--- src/rtl/fe_pack.sv ---
// fe_pack: freezes a 255-bit element (< 2p) to its canonical residue mod 2^255-19
// and streams the 32-byte little-endian encoding. Define FE_PACK_SIGN_EN to add sign_in.
`timescale 1ns/1ps
module fe_pack #(
  parameter int unsigned W = 17,
  parameter int unsigned N = 15,
  parameter int unsigned C = 19
) (
  input  logic             clock,
  input  logic             reset_n,
  input  logic             start,
  input  logic [N*W-1:0]   x_in,
`ifdef FE_PACK_SIGN_EN
  input  logic             sign_in,
`endif
  output logic             busy,
  output logic             out_valid,
  input  logic             out_ready,
  output logic [7:0]       out_byte,
  output logic             out_last,
  output logic             done
);

  localparam int unsigned   XW     = N * W;
  localparam int unsigned   IW     = $clog2(N);
  localparam logic [IW-1:0] I_LAST = IW'(N - 1);
  localparam logic [W-1:0]  P_LO   = W'((1 << W) - C);

  typedef enum logic [1:0] {
    S_IDLE,
    S_FREEZE,
    S_STREAM
  } state_t;

  state_t          state_q;
  logic [XW-1:0]   x_q;
  logic [XW-1:0]   diff_q;
  logic            borrow_q;
  logic [IW-1:0]   i_q;
  logic [4:0]      k_q;
  logic [XW:0]     enc_q;
  logic            sign_q;
  logic            busy_q;
  logic            valid_q;
  logic [7:0]      byte_q;
  logic            last_q;
  logic            done_q;

  logic [W-1:0]    p_word;
  logic [W:0]      d;
  logic [XW-1:0]   x_rot;
  logic [XW-1:0]   diff_d;
  logic [XW-1:0]   canon;
  logic [XW:0]     enc;
  logic            tag;

  // x rotates one word per FREEZE step; after N steps it is back in original order,
  // so the "keep x" choice can use the rotated value directly.
  always_comb begin
    p_word = (i_q == '0) ? P_LO : '1;
    d      = {1'b0, x_q[W-1:0]} - {{W{1'b0}}, borrow_q} - {1'b0, p_word};
    x_rot  = {x_q[W-1:0], x_q[XW-1:W]};
    diff_d = {d[W-1:0], diff_q[XW-1:W]};
    canon  = d[W] ? x_rot : diff_d;
`ifdef FE_PACK_SIGN_EN
    tag    = sign_q;
`else
    tag    = 1'b0;
`endif
    enc    = {tag, canon};
  end

  always_ff @(posedge clock or negedge reset_n) begin
    if (!reset_n) begin
      state_q  <= S_IDLE;
      x_q      <= '0;
      diff_q   <= '0;
      borrow_q <= 1'b0;
      i_q      <= '0;
      k_q      <= '0;
      enc_q    <= '0;
      sign_q   <= 1'b0;
      busy_q   <= 1'b0;
      valid_q  <= 1'b0;
      byte_q   <= '0;
      last_q   <= 1'b0;
      done_q   <= 1'b0;
    end else begin
      done_q <= 1'b0;
      unique case (state_q)
        S_IDLE: begin
          if (start) begin
            x_q      <= x_in;
`ifdef FE_PACK_SIGN_EN
            sign_q   <= sign_in;
`else
            sign_q   <= 1'b0;
`endif
            borrow_q <= 1'b0;
            i_q      <= '0;
            busy_q   <= 1'b1;
            state_q  <= S_FREEZE;
          end
        end
        S_FREEZE: begin
          x_q      <= x_rot;
          diff_q   <= diff_d;
          borrow_q <= d[W];
          i_q      <= i_q + 1'b1;
          if (i_q == I_LAST) begin
            i_q     <= '0;
            k_q     <= '0;
            valid_q <= 1'b1;
            byte_q  <= enc[7:0];
            last_q  <= 1'b0;
            enc_q   <= {8'h00, enc[XW:8]};
            state_q <= S_STREAM;
          end
        end
        S_STREAM: begin
          if (out_ready) begin
            if (k_q == 5'd31) begin
              k_q     <= '0;
              busy_q  <= 1'b0;
              valid_q <= 1'b0;
              byte_q  <= '0;
              last_q  <= 1'b0;
              done_q  <= 1'b1;
              state_q <= S_IDLE;
            end else begin
              k_q    <= k_q + 1'b1;
              byte_q <= enc_q[7:0];
              enc_q  <= enc_q >> 8;
              last_q <= (k_q == 5'd30);
            end
          end
        end
        default: state_q <= S_IDLE;
      endcase
    end
  end

  assign busy      = busy_q;
  assign out_valid = valid_q;
  assign out_byte  = byte_q;
  assign out_last  = last_q;
  assign done      = done_q;

endmodule
--- config.mk ---
export PLATFORM = sky130hd
export DESIGN_NAME = fe_pack
export DESIGN_NICKNAME = d
export VERILOG_FILES = /design/src/rtl/fe_pack.sv
export SDC_FILE = /design/constraint.sdc
export NUM_CORES = 2
export LEC_CHECK = 0
export BUFFER_PORTS_ARGS = -buffer_cell sky130_fd_sc_hd__buf_4
export CORE_ASPECT_RATIO = 1.5
export CORE_UTILIZATION = 40
export CTS_CLUSTER_DIAMETER = 60
export DETAILED_ROUTE_END_ITERATION = 8
export GPL_TIMING_DRIVEN = 0
export PLACE_DENSITY = 0.59
export SETUP_SLACK_MARGIN = 0.05
export SYNTH_ARGS = -nofsm -noshare
export SYNTH_HDL_FRONTEND = slang
export SYNTH_SLANG_ARGS = --single-unit
--- constraint.sdc ---
create_clock -name clock -period 9.4 [get_ports clock]
set_input_delay 0.47 -clock clock [delete_from_list [all_inputs] [get_ports clock]]
set_output_delay 0.47 -clock clock [all_outputs]
set_load 0.02 [all_outputs]
## Word level (Yosys, flattened, before mapping)

Cells that the tools add are included.

| operators by class | value |
|---|---|
| reductions and logical operators | 11 |
| add/sub/neg operators | 4 |
| muxes and demuxes | 39 |
| equal/unequal tests | 10 |

Operators with widths:

| kind | number |
|---|---|
| $mux W256 | 3 |
| $pmux W256 S2 | 1 |
| $mux W255 | 2 |
| $pmux W255 S2 | 1 |
| $mux W8 | 3 |
| $mux W5 | 4 |
| $sub A17 B1 Y18 | 1 |
| $sub A18 B17 Y18 | 1 |
| $pmux W8 S2 | 1 |
| $reduce_and A4 Y1 | 4 |
| $mux W1 | 11 |
| $eq A5 B5 Y1 const B | 2 |
| $ne A2 B2 Y1 const B | 5 |
| $pmux W5 S2 | 1 |
| $mux W2 | 4 |
| $mux W4 | 2 |
| $pmux W1 S2 | 4 |
| $pmux W4 S2 | 1 |
| $pmux W2 S3 | 1 |
| $reduce_bool A2 Y1 | 3 |
| $add A5 B1 Y5 const B | 1 |
| $add A4 B1 Y4 const B | 1 |
| $eq A4 B4 Y1 const B | 1 |
| $logic_not A4 Y1 | 1 |
| 5 further kinds | 5 |

| word-level totals | value |
|---|---|
| logic and storage cells | 76 |
| register bits | 790 |
| output and inout bits | 12 |

## Logic depth before layout (Yosys ltp)

| logic depth | value |
|---|---|
| word-level depth | 6 |
| mapped depth | 16 |
| mapped depth without buffers | 14 |

## Least setup slack after synthesis

Ideal clock, no wire load.

| timing path | value |
|---|---|
| path type | reg2reg |
| from | register i_q[0] |
| to | register enc_q[121] |
| cell stages (with the launch flop) | 17 |
| arrival | 3.180 ns |
| setup slack | 6.086 ns |
| clock period less this slack | 3.314 ns |
| library setup time | 0.135 ns |
| cell sequence | dfrtp_1 inv_1 ha_1 and2_1 inv_1 ha_1 inv_1 ha_1 nor2_1 a221oi_4 o21ai_1 o41ai_4 xnor2_2 buf_2 buf_2 mux2i_1 o22ai_1 |

| between the ends | value |
|---|---|
| longest elaborated chain between the ends | 6 |

RTL lines:

| item | RTL line | source |
|---|---|---|
| start: declaration | 39 | `logic [IW-1:0] i_q;` |
| start signal: assignment | 109 | `i_q <= i_q + 1'b1;` |
| $logic_not A4 Y1 | 60 | `p_word = (i_q == '0) ? P_LO : '1;` |
| $mux W5 | 60 |  |
| $sub A18 B17 Y18 | 61 | `d = {1'b0, x_q[W-1:0]} - {{W{1'b0}}, borrow_q} - {1'b0, p_word};` |
| $mux W255 | 64 | `canon = d[W] ? x_rot : diff_d;` |
| $mux W256 | 110 | `if (i_q == I_LAST) begin` |
| $pmux W256 S2 | 90 | `unique case (state_q)` |
| end signal: assignment | 116 | `enc_q <= {8'h00, enc[XW:8]};` |
| end signal: assignment | 133 | `enc_q <= enc_q >> 8;` |
| end: declaration | 41 | `logic [XW:0] enc_q;` |

Parallel ways exist; a longest one is shown, timed or not. The select of a mux whose other input is x is not followed.
A chain may end at the register's enable or synchronous reset.

## Worst setup path in the final report

| timing path | value |
|---|---|
| from | register i_q[0] |
| to | register enc_q[122] |

The elaborated chain is that of the path after synthesis.

==> reports/metrics.csv <==
stage;metric;value;unit
route;vias per std cell;5.82;
route;WL final;145;mm
clock_tree;CTS tree;yes;
place;dpl cell area;40600;µm²
layout;area grow syn2layout;17.3;%
critical_path;critical path class;reg -> reg;
critical_path;CP arrival;5.19;ns
min_path;hold_sp;x_in[85];
sta;Fmax;215;MHz
clock_tree;clk slew on worst S/H paths;0.07;ns
sta;post-route clock period utilization;49.5;%
yosys;Post-synth EDFFs;0;
yosys;syn_area_per_cell;9.11;µm²
layout;layout cells sized above 1;9.81;%
global_routing;total gr overflow;0;
pwr;total power after layout;17.9;mW
layout;fin area;43200;µm²
floorplan;initial core utilization;40.3;%
run_status;status;completed;
sta;hold_ws;0.0629;ns
layout;area of the multi-input gates;16300;µm²
place;Final HPWL DP;111;mm
layout;Util after Layout;47.3;%
yosys;post-synth net total;4331;
min_path;Hold Path Class;in -> reg;
route;Detail Route Antenna Nets;0;
floorplan;I/O pin cnt;271;
yosys;post-synthesis register bit count;764;
global_routing;vias in the first global route;32900;
floorplan;Core ar.;91400;µm²
sta;Final Skew;0.0307;ns
critical_path;Setup crit end kind;flop;
layout;nets;4692;
route;DRC violations left;0;
sta;Sum Neg Setup Slack;0;ns
pwr;leak pwr;19.6;nW
yosys;Synth cell types;50;
pwr;Power Density;415;nW/µm²
sta;Slew Limit Fails;0;
critical_path;Worst Path Buf+Inv;5;
clock_tree;CTS Buf Count;81;
yosys;Async SR Flop Fraction;100;%
place;routability cong.;0.935;
place;IO Port Bufs;270;
clock_tree;CTS Hold Bufs;1;
yosys;sequential share of the synthesized area;51.9;%
critical_path;worst reg2reg setup slack;4.75;ns
yosys;main area contributors after synthesis;dfrtp_1 (52%), nand2_1 (7.4%), a21oi_1 (6.9%);
yosys;Synth top area share;51.9;%
yosys;yosys warns;0;
sta;Final Hold Viols;0;
floorplan;Die Area;93400;µm²
pwr;maximum vdd drop;0.233;mV
critical_path;R2R Path End;enc_q[122];
yosys;leading area contributor after synthesis;dfrtp_1;
yosys;Netlist Area Pre-Place;36900;µm²
clock_tree;clk_lat worst skew;0.69;ns
layout;register area;19100;µm²
sta;unrepaired setup endpoints after global routing;no;
critical_path;end point of the critical path;enc_q[122];
layout;fillers;8919;
critical_path;Largest delay share family, worst path;compound AO/OA/AOI/OAI gates;
critical_path;r2r startpoint;i_q[0];
yosys;Cells after Synth;4044;
global_routing;initial antenna violation count;4;
critical_path;Worst EP required;9.93;ns
critical_path;slowest library cell on the worst path;o41ai_4;
sta;Max transition margin;4.60;%
clock_tree;CTS Buffer Depth;3;
clock_tree;clock root cell;clkbuf_16;
clock_tree;# Post-CTS Setup Buffers;0;
floorplan;row cnt;136;
global_routing;first-pass GRT wire length;214;mm
global_routing;largest net degree at the start of global routing;116;
route;drt first pass iters;6;
route;DRT iter0 DRCs;2779;
critical_path;origin of the worst setup path;i_q[0];
critical_path;Levels on crit path;16;
critical_path;worst path cell trace;inv_1 -> ha_1 -> and2_1 -> inv_1 -> ha_1 -> inv_1 -> ha_1 -> nor2_1 -> a221oi_4 -> o21ai_1 -> o41ai_4 -> xnor2_2 -> buf_2 -> buf_2 -> mux2i_1 -> o22ai_1;
critical_path;Max stage delay on crit path;0.54;ns
floorplan;chip height;374;µm
sta;Setup violations, final;0;
route;vias;32800;
critical_path;CP max FO;10;
clock_tree;Resize count post-CTS;0;
critical_path;Reg2Reg Depth;16;
floorplan;die width;250;µm
clock_tree;CTS H-tree depth;3;
sta;Tightest Pin Transition;1.43;ns
yosys;Top FF cell, synth;dfrtp_1;
clock_tree;Clock Sinks;764;
route;drt wl/cell;25.7;µm
run;Max Cap Viol;0;
critical_path;startpoint type of the worst setup path;flop;
sta;Tmin final;4.65;ns
global_routing;Tot GR Track Use;30.7;%
==> where the power goes <==
group	total, mW	internal, mW	switching, mW
clock network	3.31	1.86	1.45
logic	7.79	3.13	4.66
registers	6.83	4.89	1.94
==> kinds of logic (layout without fill, tap and decap cells) <==
| family | after synthesis | in the layout | synth area share [%] |
|---|---|---|---|
| AOI/OAI and AO/OA | 1341 | 1341 | 21.2 |
| and+or+nand+nor | 1279 | 1279 | 15.0 |
| DFF | 764 | 764 | 51.9 |
| buffers and inverters | 371 | 793 | 3.95 |
| muxes | 242 | 242 | 6.58 |
| adders and majority gates | 29 | 29 | 0.998 |
| xor gates and xnor gates | 18 | 18 | 0.448 |
| other | 0 | 3 | 0 |
==> synth_stat cells (4+ instances only) <==
| cell type | number |
|---|---|
| nand2_1 | 722 |
| o31ai_1 | 4 |
| o22ai_1 | 239 |
| xor2_1 | 8 |
| ha_1 | 27 |
| clkbuf_1 | 296 |
| buf_4 | 11 |
| a21oi_1 | 508 |
| nor2_1 | 265 |
| buf_2 | 19 |
| inv_1 | 31 |
| nor3_1 | 9 |
| and2_1 | 15 |
| or3_1 | 4 |
| a31oi_1 | 15 |
| mux2i_1 | 239 |
| a22oi_1 | 243 |
| dfrtp_1 | 764 |
| buf_1 | 13 |
| o21ai_0 | 298 |
| xnor2_1 | 9 |
| nor2b_1 | 241 |
| and3_1 | 6 |
| nand3_1 | 9 |
==> final cells by class <==
cell class	instances	share of cell area, %
antenna	3	0.0174
buffer	339	3.09
clock buffer	116	5.43
clock inverter	28	0.729
inverter	32	0.278
multi-input combinational	2909	37.7
sequential	764	44.2
tap	1173	3.39
timing repair buffer	278	5.17
==> sequential cells by signal (all words and copies together) (netlist names), 2 cells and up <==
| signal | cells |
|---|---|
| enc_q | 247 |
| out_byte | 8 |
| state_q | 2 |
| i_q | 4 |
| k_q | 5 |
| diff_q | 238 |
| x_q | 255 |
==> per-stage QoR <==
stage / worst slack, ns / std cells
2_1_floorplan: 6.09 / 4044
3_3_place_gp: -1.35 / 5487
3_5_place_dp: 4.83 / 5494
4_1_cts: 4.77 / 5639
5_1_grt: 4.61 / 5642
6_report: 4.75 / 5642
==> layout by cell type (no fill, tap or decap), types with 27 or more instances in the layout <==
cell type / netlist / final
clkbuf_16: 0 / 82
nand2_1: 722 / 722
buf_4: 11 / 280
o21ai_0: 298 / 298
dfrtp_1: 764 / 764
ha_1: 27 / 27
nor2_1: 265 / 265
clkbuf_1: 296 / 313
a21oi_1: 508 / 508
nor2b_1: 241 / 241
a22oi_1: 243 / 243
mux2i_1: 239 / 239
o22ai_1: 239 / 239
inv_1: 31 / 31
==> metal layers <==
metal | wire [µm] | part of all wire, % | GRT usage, %
met1 | 56800 | 39 | 37.0
met2 | 71700 | 49 | 53.0
met3 | 7890 | 5.4 | 3.89
met4 | 8710 | 6.0 | 17.1
met5 | 13 | 0.0090 | 0
==> worst register-to-register path: cells and delay by family (launching register included) <==
| family | cells | cell delay (ns) |
|---|---|---|
| compound gates | 4 | 1.33 |
| buf+inv | 5 | 1.06 |
| fa+ha+maj | 3 | 0.67 |
| mux | 1 | 0.45 |
| flops | 1 | 0.44 |
| simple gates | 2 | 0.32 |
| xor+xnor | 1 | 0.25 |
==> worst min path at each step <==
stage / endpoint / slack [ns] / cells after the start
5_1_grt: x_q[221] / 0.07 / 3
3_5_place_dp: x_q[117] / 0.40 / 1
4_1_cts: x_q[216] / 0.03 / 3
2_1_floorplan: borrow_q / 0.17 / 0
6_report: x_q[85] / 0.06 / 3
3_3_place_gp: diff_q[22] / 0.46 / 2
Power figures use the tool's default switching activity.
